===== src/rtl/simple_pkg.sv =====
// Shared encodings and the decode bundle type for the SIMPLE 16-bit processor.
package simple_pkg;

   localparam int DATA_W = 16;
   localparam int REG_AW = 3;

   // op1: major opcode, instruction bits [15:14]
   localparam logic [1:0] OP1_LD    = 2'b00;
   localparam logic [1:0] OP1_ST    = 2'b01;
   localparam logic [1:0] OP1_CTRL  = 2'b10;
   localparam logic [1:0] OP1_ARITH = 2'b11;

   // op2: control-group sub-opcode, instruction bits [13:11]
   localparam logic [2:0] OP2_LI  = 3'b000;
   localparam logic [2:0] OP2_B   = 3'b100;
   localparam logic [2:0] OP2_BCC = 3'b111;

   // op3: arithmetic function, instruction bits [7:4]
   localparam logic [3:0] OP3_ADD = 4'b0000;
   localparam logic [3:0] OP3_CMP = 4'b0101;
   localparam logic [3:0] OP3_OUT = 4'b1101;
   localparam logic [3:0] OP3_HLT = 4'b1111;

   localparam logic [2:0] BR_BE     = 3'b000;
   localparam logic [2:0] BR_BLT    = 3'b001;
   localparam logic [2:0] BR_BLE    = 3'b010;
   localparam logic [2:0] BR_BNE    = 3'b011;
   localparam logic [2:0] BR_ALWAYS = 3'b100;

   typedef struct packed {
      logic [DATA_W-1:0] ar;
      logic [DATA_W-1:0] br;
      logic [DATA_W-1:0] imm;
      logic [REG_AW-1:0] rd_addr;
      logic [3:0]        alu_op;
      logic              reg_write;
      logic              mem_read;
      logic              mem_write;
      logic              branch;
      logic [2:0]        br_cond;
      logic              halt;
      logic              valid;
   } decode_t;

   function automatic logic [DATA_W-1:0] sext8(input logic [7:0] d);
      return {{(DATA_W-8){d[7]}}, d};
   endfunction

   function automatic logic [DATA_W-1:0] sext11(input logic [10:0] d);
      return {{(DATA_W-11){d[10]}}, d};
   endfunction

endpackage


===== src/rtl/register_file.sv =====
// General register file: one write port, two combinational read ports that
// return the in-flight write-back value when addresses collide.
module register_file #(
   parameter int NREG = 8,
   parameter int DW   = 16,
   localparam int AW  = $clog2(NREG)
) (
   input  logic          clk,
   input  logic          rst_n,
   input  logic          we_i,
   input  logic [AW-1:0] waddr_i,
   input  logic [DW-1:0] wdata_i,
   input  logic [AW-1:0] raddr_a_i,
   input  logic [AW-1:0] raddr_b_i,
   output logic [DW-1:0] rdata_a_o,
   output logic [DW-1:0] rdata_b_o
);

   logic [DW-1:0] regs_q [NREG];

   always_ff @(posedge clk or negedge rst_n) begin
      if (!rst_n) begin
         for (int i = 0; i < NREG; i++) regs_q[i] <= '0;
      end else if (we_i) begin
         regs_q[waddr_i] <= wdata_i;
      end
   end

   assign rdata_a_o = (we_i && (waddr_i == raddr_a_i)) ? wdata_i : regs_q[raddr_a_i];
   assign rdata_b_o = (we_i && (waddr_i == raddr_b_i)) ? wdata_i : regs_q[raddr_b_i];

endmodule


===== src/rtl/p2_decode.sv =====
// Decode stage: combinational instruction decode and operand read, one
// output register toward execute, and a sticky halt state machine.
module p2_decode
   import simple_pkg::*;
#(
   parameter int NREG = 8,
   parameter int DW   = 16,
   localparam int AW  = $clog2(NREG)
) (
   input  logic          clk,
   input  logic          rst_n,
   input  logic [DW-1:0] operation,
   input  logic          op_valid,
   input  logic          flush,
   input  logic          wb_en,
   input  logic [AW-1:0] wb_addr,
   input  logic [DW-1:0] wb_data,
   output logic [DW-1:0] ar,
   output logic [DW-1:0] br,
   output logic [DW-1:0] imm,
   output logic [AW-1:0] rd_addr,
   output logic [3:0]    alu_op,
   output logic          reg_write,
   output logic          mem_read,
   output logic          mem_write,
   output logic          branch,
   output logic [2:0]    br_cond,
   output logic          halt,
   output logic          valid
);

   localparam logic [0:0] ST_RUN    = 1'b0;
   localparam logic [0:0] ST_HALTED = 1'b1;

   logic [1:0]    op1;
   logic [2:0]    fld_a;
   logic [2:0]    fld_b;
   logic [3:0]    op3;
   logic [DW-1:0] rdata_a;
   logic [DW-1:0] rdata_b;
   logic          is_hlt;
   logic          accept;
   logic [0:0]    state_q, state_d;
   decode_t       dec;
   decode_t       dec_d, dec_q;

   assign op1   = operation[15:14];
   assign fld_a = operation[13:11];
   assign fld_b = operation[10:8];
   assign op3   = operation[7:4];

   register_file #(.NREG(NREG), .DW(DW)) u_rf (
      .clk       (clk),
      .rst_n     (rst_n),
      .we_i      (wb_en),
      .waddr_i   (wb_addr),
      .wdata_i   (wb_data),
      .raddr_a_i (fld_a),
      .raddr_b_i (fld_b),
      .rdata_a_o (rdata_a),
      .rdata_b_o (rdata_b)
   );

   assign is_hlt = (op1 == OP1_ARITH) && (op3 == OP3_HLT);
   assign accept = op_valid && !flush && (state_q == ST_RUN);

   always_comb begin
      dec       = '0;
      dec.valid = 1'b1;
      dec.ar    = rdata_a;
      dec.br    = rdata_b;
      case (op1)
         OP1_ARITH: begin
            dec.rd_addr   = fld_b;
            dec.alu_op    = op3;
            // shift group (10xx) carries a 4-bit unsigned amount in d[3:0]
            if (op3[3:2] == 2'b10) dec.imm = {{(DW-4){1'b0}}, operation[3:0]};
            dec.reg_write = !((op3 == OP3_CMP) || (op3 == OP3_OUT) || (op3 == OP3_HLT));
            dec.halt      = (op3 == OP3_HLT);
         end
         OP1_LD: begin
            dec.rd_addr   = fld_a;
            dec.alu_op    = OP3_ADD;
            dec.imm       = sext8(operation[7:0]);
            dec.mem_read  = 1'b1;
            dec.reg_write = 1'b1;
         end
         OP1_ST: begin
            dec.alu_op    = OP3_ADD;
            dec.imm       = sext8(operation[7:0]);
            dec.mem_write = 1'b1;
         end
         default: begin
            case (fld_a)
               OP2_LI: begin
                  dec.rd_addr   = fld_b;
                  dec.alu_op    = OP3_ADD;
                  dec.imm       = sext8(operation[7:0]);
                  dec.reg_write = 1'b1;
               end
               OP2_B: begin
                  dec.branch  = 1'b1;
                  dec.br_cond = BR_ALWAYS;
                  dec.imm     = sext11(operation[10:0]);
               end
               OP2_BCC: begin
                  dec.branch  = 1'b1;
                  dec.br_cond = fld_b;
                  dec.imm     = sext8(operation[7:0]);
               end
               default: ;
            endcase
         end
      endcase
   end

   // Anything not accepted becomes a bubble; halt stays up for the whole HALTED period.
   always_comb begin
      dec_d      = accept ? dec : '0;
      dec_d.halt = (state_q == ST_HALTED) || (accept && is_hlt);
      state_d    = state_q;
      if (accept && is_hlt) state_d = ST_HALTED;
   end

   always_ff @(posedge clk or negedge rst_n) begin
      if (!rst_n) begin
         dec_q   <= '0;
         state_q <= ST_RUN;
      end else begin
         dec_q   <= dec_d;
         state_q <= state_d;
      end
   end

   assign ar        = dec_q.ar;
   assign br        = dec_q.br;
   assign imm       = dec_q.imm;
   assign rd_addr   = dec_q.rd_addr;
   assign alu_op    = dec_q.alu_op;
   assign reg_write = dec_q.reg_write;
   assign mem_read  = dec_q.mem_read;
   assign mem_write = dec_q.mem_write;
   assign branch    = dec_q.branch;
   assign br_cond   = dec_q.br_cond;
   assign halt      = dec_q.halt;
   assign valid     = dec_q.valid;

endmodule


===== config.mk =====
export PLATFORM = sky130hd
export DESIGN_NAME = p2_decode
export DESIGN_NICKNAME = d
export VERILOG_FILES = /design/src/rtl/simple_pkg.sv /design/src/rtl/register_file.sv /design/src/rtl/p2_decode.sv
export SDC_FILE = /design/constraint.sdc
export NUM_CORES = 1
export LEC_CHECK = 0
export BUFFER_PORTS_ARGS = -buffer_cell sky130_fd_sc_hd__buf_2
export CAP_MARGIN = 0
export CORE_UTILIZATION = 31
export CTS_CLUSTER_DIAMETER = 120
export DETAILED_ROUTE_END_ITERATION = 7
export HOLD_SLACK_MARGIN = 0.15
export SLEW_MARGIN = 10
export SYNTH_ARGS = -nofsm -noshare
export SYNTH_HDL_FRONTEND = slang
export SYNTH_SLANG_ARGS = --single-unit

===== constraint.sdc =====
create_clock -name clk -period 3.1 [get_ports clk]
set_input_delay 0.31 -clock clk [delete_from_list [all_inputs] [get_ports clk]]
set_output_delay 0.31 -clock clk [all_outputs]
set_load 0.1 [all_outputs]

==> flow_summary.ini <==
[synth]
syn_inst = 692
ys_ff_latch = 188
synth_seq_area_share_pct = 51.3
ys_warn_count = 0
synth.distinct_cells = 36
netlist_area_um2 = 9170
synth_nets = 732
syn_area_per_cell_um2 = 13.3

[floorplan]
core_um2 = 28900
die_area_um2 = 30300
die_w_um = 174
die_y_um = 174
start_util_pct = 31.7
io_pins = 104
rows = 62

[hold_path]
whs_path_depth = 2
hold_path_class = in2reg
hp-start = operation[6]
hold_end = imm[6]$_DFF_PN0_

[setup_path]
cp_slowest_stage_delay_ps = 480
cp_num_cells = 7
start_kind = flop
crit_arrival_ps = 2420
critical_path.endpoint_type = flop
reg2regPathDepth = 7
crit_family = buffers and inverters
slowest_stage = inv_1
worstPathMaxFanout = 23
crit_buf_inv = 2
path_class = reg2reg
required_ps = 3470
rrSetupSlack_ps = 1050
rr_endpoint = br_cond[2]$_DFF_PN0_
rr_startpoint = state_q$_DFFE_PN0P_
path_cells = nor2_1, nand2_1, inv_1, buf_4, nand3_1, a21oi_1, o21a_1

[clocking]
hold_buffers = 8
postCtsSetupBuffers = 0
cts_resized = 0
cts_tree = done
path_clk_slew_ps = 70
numClockSinks = 188
htree_levels = 4
clkLatencyLatePin_ps = 430
clockBufferDepth = 2
cts-root-buf = clkbuf_16
cts_made_buffers = 17

[power_and_ir_drop]
ir_drop_mv = 0.367
p_leak_uw = 0.00479
power_density_nw_per_um2 = 658

[grt]
grt_max_degree = 98
grt_use_total_pct = 15.7
grt_pass1_wl_mm = 36.6
grt_pass1_vias = 6239
antenna_found_initial = 0
gr-total-overflow = 0

[finish]
n_antenna_cell = 0
final_cell_mix = dfrtp_1, mux2_2, buf_2
area_delta_synth_final_pct = 16.6
num-nets-final = 812
instances_no_fill = 1168
n_fill_cell = 2755
layout_commonest_cell = dfrtp_1
drive_above_1_share_pct = 42.0

[drt]
via_per_inst = 5.13
wire_per_inst_um = 19.7
wl_met1_mm = 9.97
met2WireLength_mm = 11.7
wl_met3_um = 907
ant_nets = 0
vias = 5988
drtIter0Drc = 333
drtPass1Iterations = 4
routed_wl_mm = 23.1
dr.max_layer_used = met4
drc = 0

[timing]
slew_headroom_pct = 46.2
rsz0062_at_grt = false
drv_slew = 0
holdWs_ps = 178
tns_ps = 0
finClkSkew_ps = 6.29
tightest_slew_ps = 807
finalSetupViolations = 0
finalWorstSetupSlack_ps = 1050
min_period_ps = 2050
period_share_pct = 66.2
timing_hold_violations_final = 0
fmax_ghz = 0.487

[placed_design]
hpwlAfterDp_mm = 14.3
place_inst = 1129
dp_slack_ps = 1030
port_buffers = 103
gp_congestion = 0.759

[flow_run]
max-cap-violations = 0

[run_status]
status = completed
==> cell usage after synthesis <==
cell,instances,share of area [%]
or2_2,3,0.20
buf_6,6,0.74
a21oi_1,70,3.8
mux2_2,126,15
nor3_4,2,0.35
buf_1,16,0.65
nor2_1,7,0.29
mux4_2,34,8.3
nand4_2,1,0.14
nor2b_1,4,0.27
nand2b_4,1,0.15
mux2i_1,62,6.8
o221a_2,1,0.12
buf_8,1,0.16
buf_4,18,1.5
xnor2_1,6,0.57
nand3_1,3,0.16
o21a_1,1,0.082
mux2_1,2,0.25
nand2_1,9,0.37
nand2b_1,2,0.14
nand4b_2,3,0.49
o22ai_1,30,2.0
nand4_1,2,0.14
and3_1,2,0.14
buf_2,9,0.49
o21ai_0,36,2.0
nor3_1,2,0.11
nor3b_4,2,0.41
clkbuf_1,21,0.86
dfrtp_1,188,51
inv_1,2,0.082
a21boi_0,1,0.082
a31o_2,2,0.19
nor3b_1,3,0.25
and2_1,14,0.95
==> where the power goes <==
| part | internal (uW) | total (uW) | switching, uW |
|---|---|---|---|
| Sequential | 2870 | 3160 | 290 |
| Clock | 1350 | 2290 | 935 |
| Combinational | 712 | 1590 | 876 |
| Total | 4940 | 7040 | 2100 |
==> sequential cells by signal, summed over array words and instances, names as in the netlist <==
| name | flops |
|---|---|
| u_rf.regs_q | 128 |
| ar | 16 |
| br | 16 |
| imm | 11 |
| alu_op | 4 |
| br_cond | 3 |
| rd_addr | 3 |
| branch | 1 |
| halt | 1 |
| mem_read | 1 |
| mem_write | 1 |
| reg_write | 1 |
| state_q | 1 |
| valid | 1 |
==> per-stage QoR <==
step	util [%]	power, uW	area (um^2)
4_1_cts	37.0	7100	10700
5_1_grt	37.0	7370	10700
3_5_place_dp	34.5	4790	10000
2_1_floorplan	-	4400	9170
6_report	37.0	7040	10700
3_3_place_gp	34.5	4760	10000
==> metal layers <==
metal / up-vias / GRT usage [%]
met5: - / 0
li1: 2699 / -
met4: 0 / 6.29
met2: 147 / 26.9
met1: 3111 / 19.6
met3: 31 / 2.84
==> worst max-delay path by stage <==
| stage | startpoint | end | slack, ps |
|---|---|---|---|
| final | state_q$_DFFE_PN0P_ | br_cond[2]$_DFF_PN0_ | 1050 |
| after global routing | state_q$_DFFE_PN0P_ | br_cond[2]$_DFF_PN0_ | 830 |
| after CTS | state_q$_DFFE_PN0P_ | br_cond[2]$_DFF_PN0_ | 1030 |
| after detailed placement | flush | br_cond[2]$_DFF_PN0_ | 1030 |
| after global placement | flush | br_cond[2]$_DFF_PN0_ | 1010 |
| after floorplan | imm[14]$_DFF_PN0_ | imm[11] | 1400 |
==> cell type report <==
type,count,area [um^2],share of cell area [%]
flip-flops and latches,188,4700,44.0
multi-input cells,431,4060,38.0
repair buffers,132,825,7.71
clock buffers,22,484,4.53
well taps,384,480,4.49
clock inverters,9,135,1.26
inverters,2,7.51,0.0702
==> cells by family (layout without fill, tap and decap cells) <==
logic type / after synthesis / after routing / synth area share [%]
and+or+nand+nor: 60 / 60 / 4.56
buffers and inverters: 73 / 165 / 4.46
muxes: 224 / 224 / 30.8
xor gates and xnor gates: 6 / 6 / 0.573
DFF: 188 / 188 / 51.3
AOI/OAI and AO/OA: 141 / 141 / 8.31
Power figures use the tool's default switching activity.
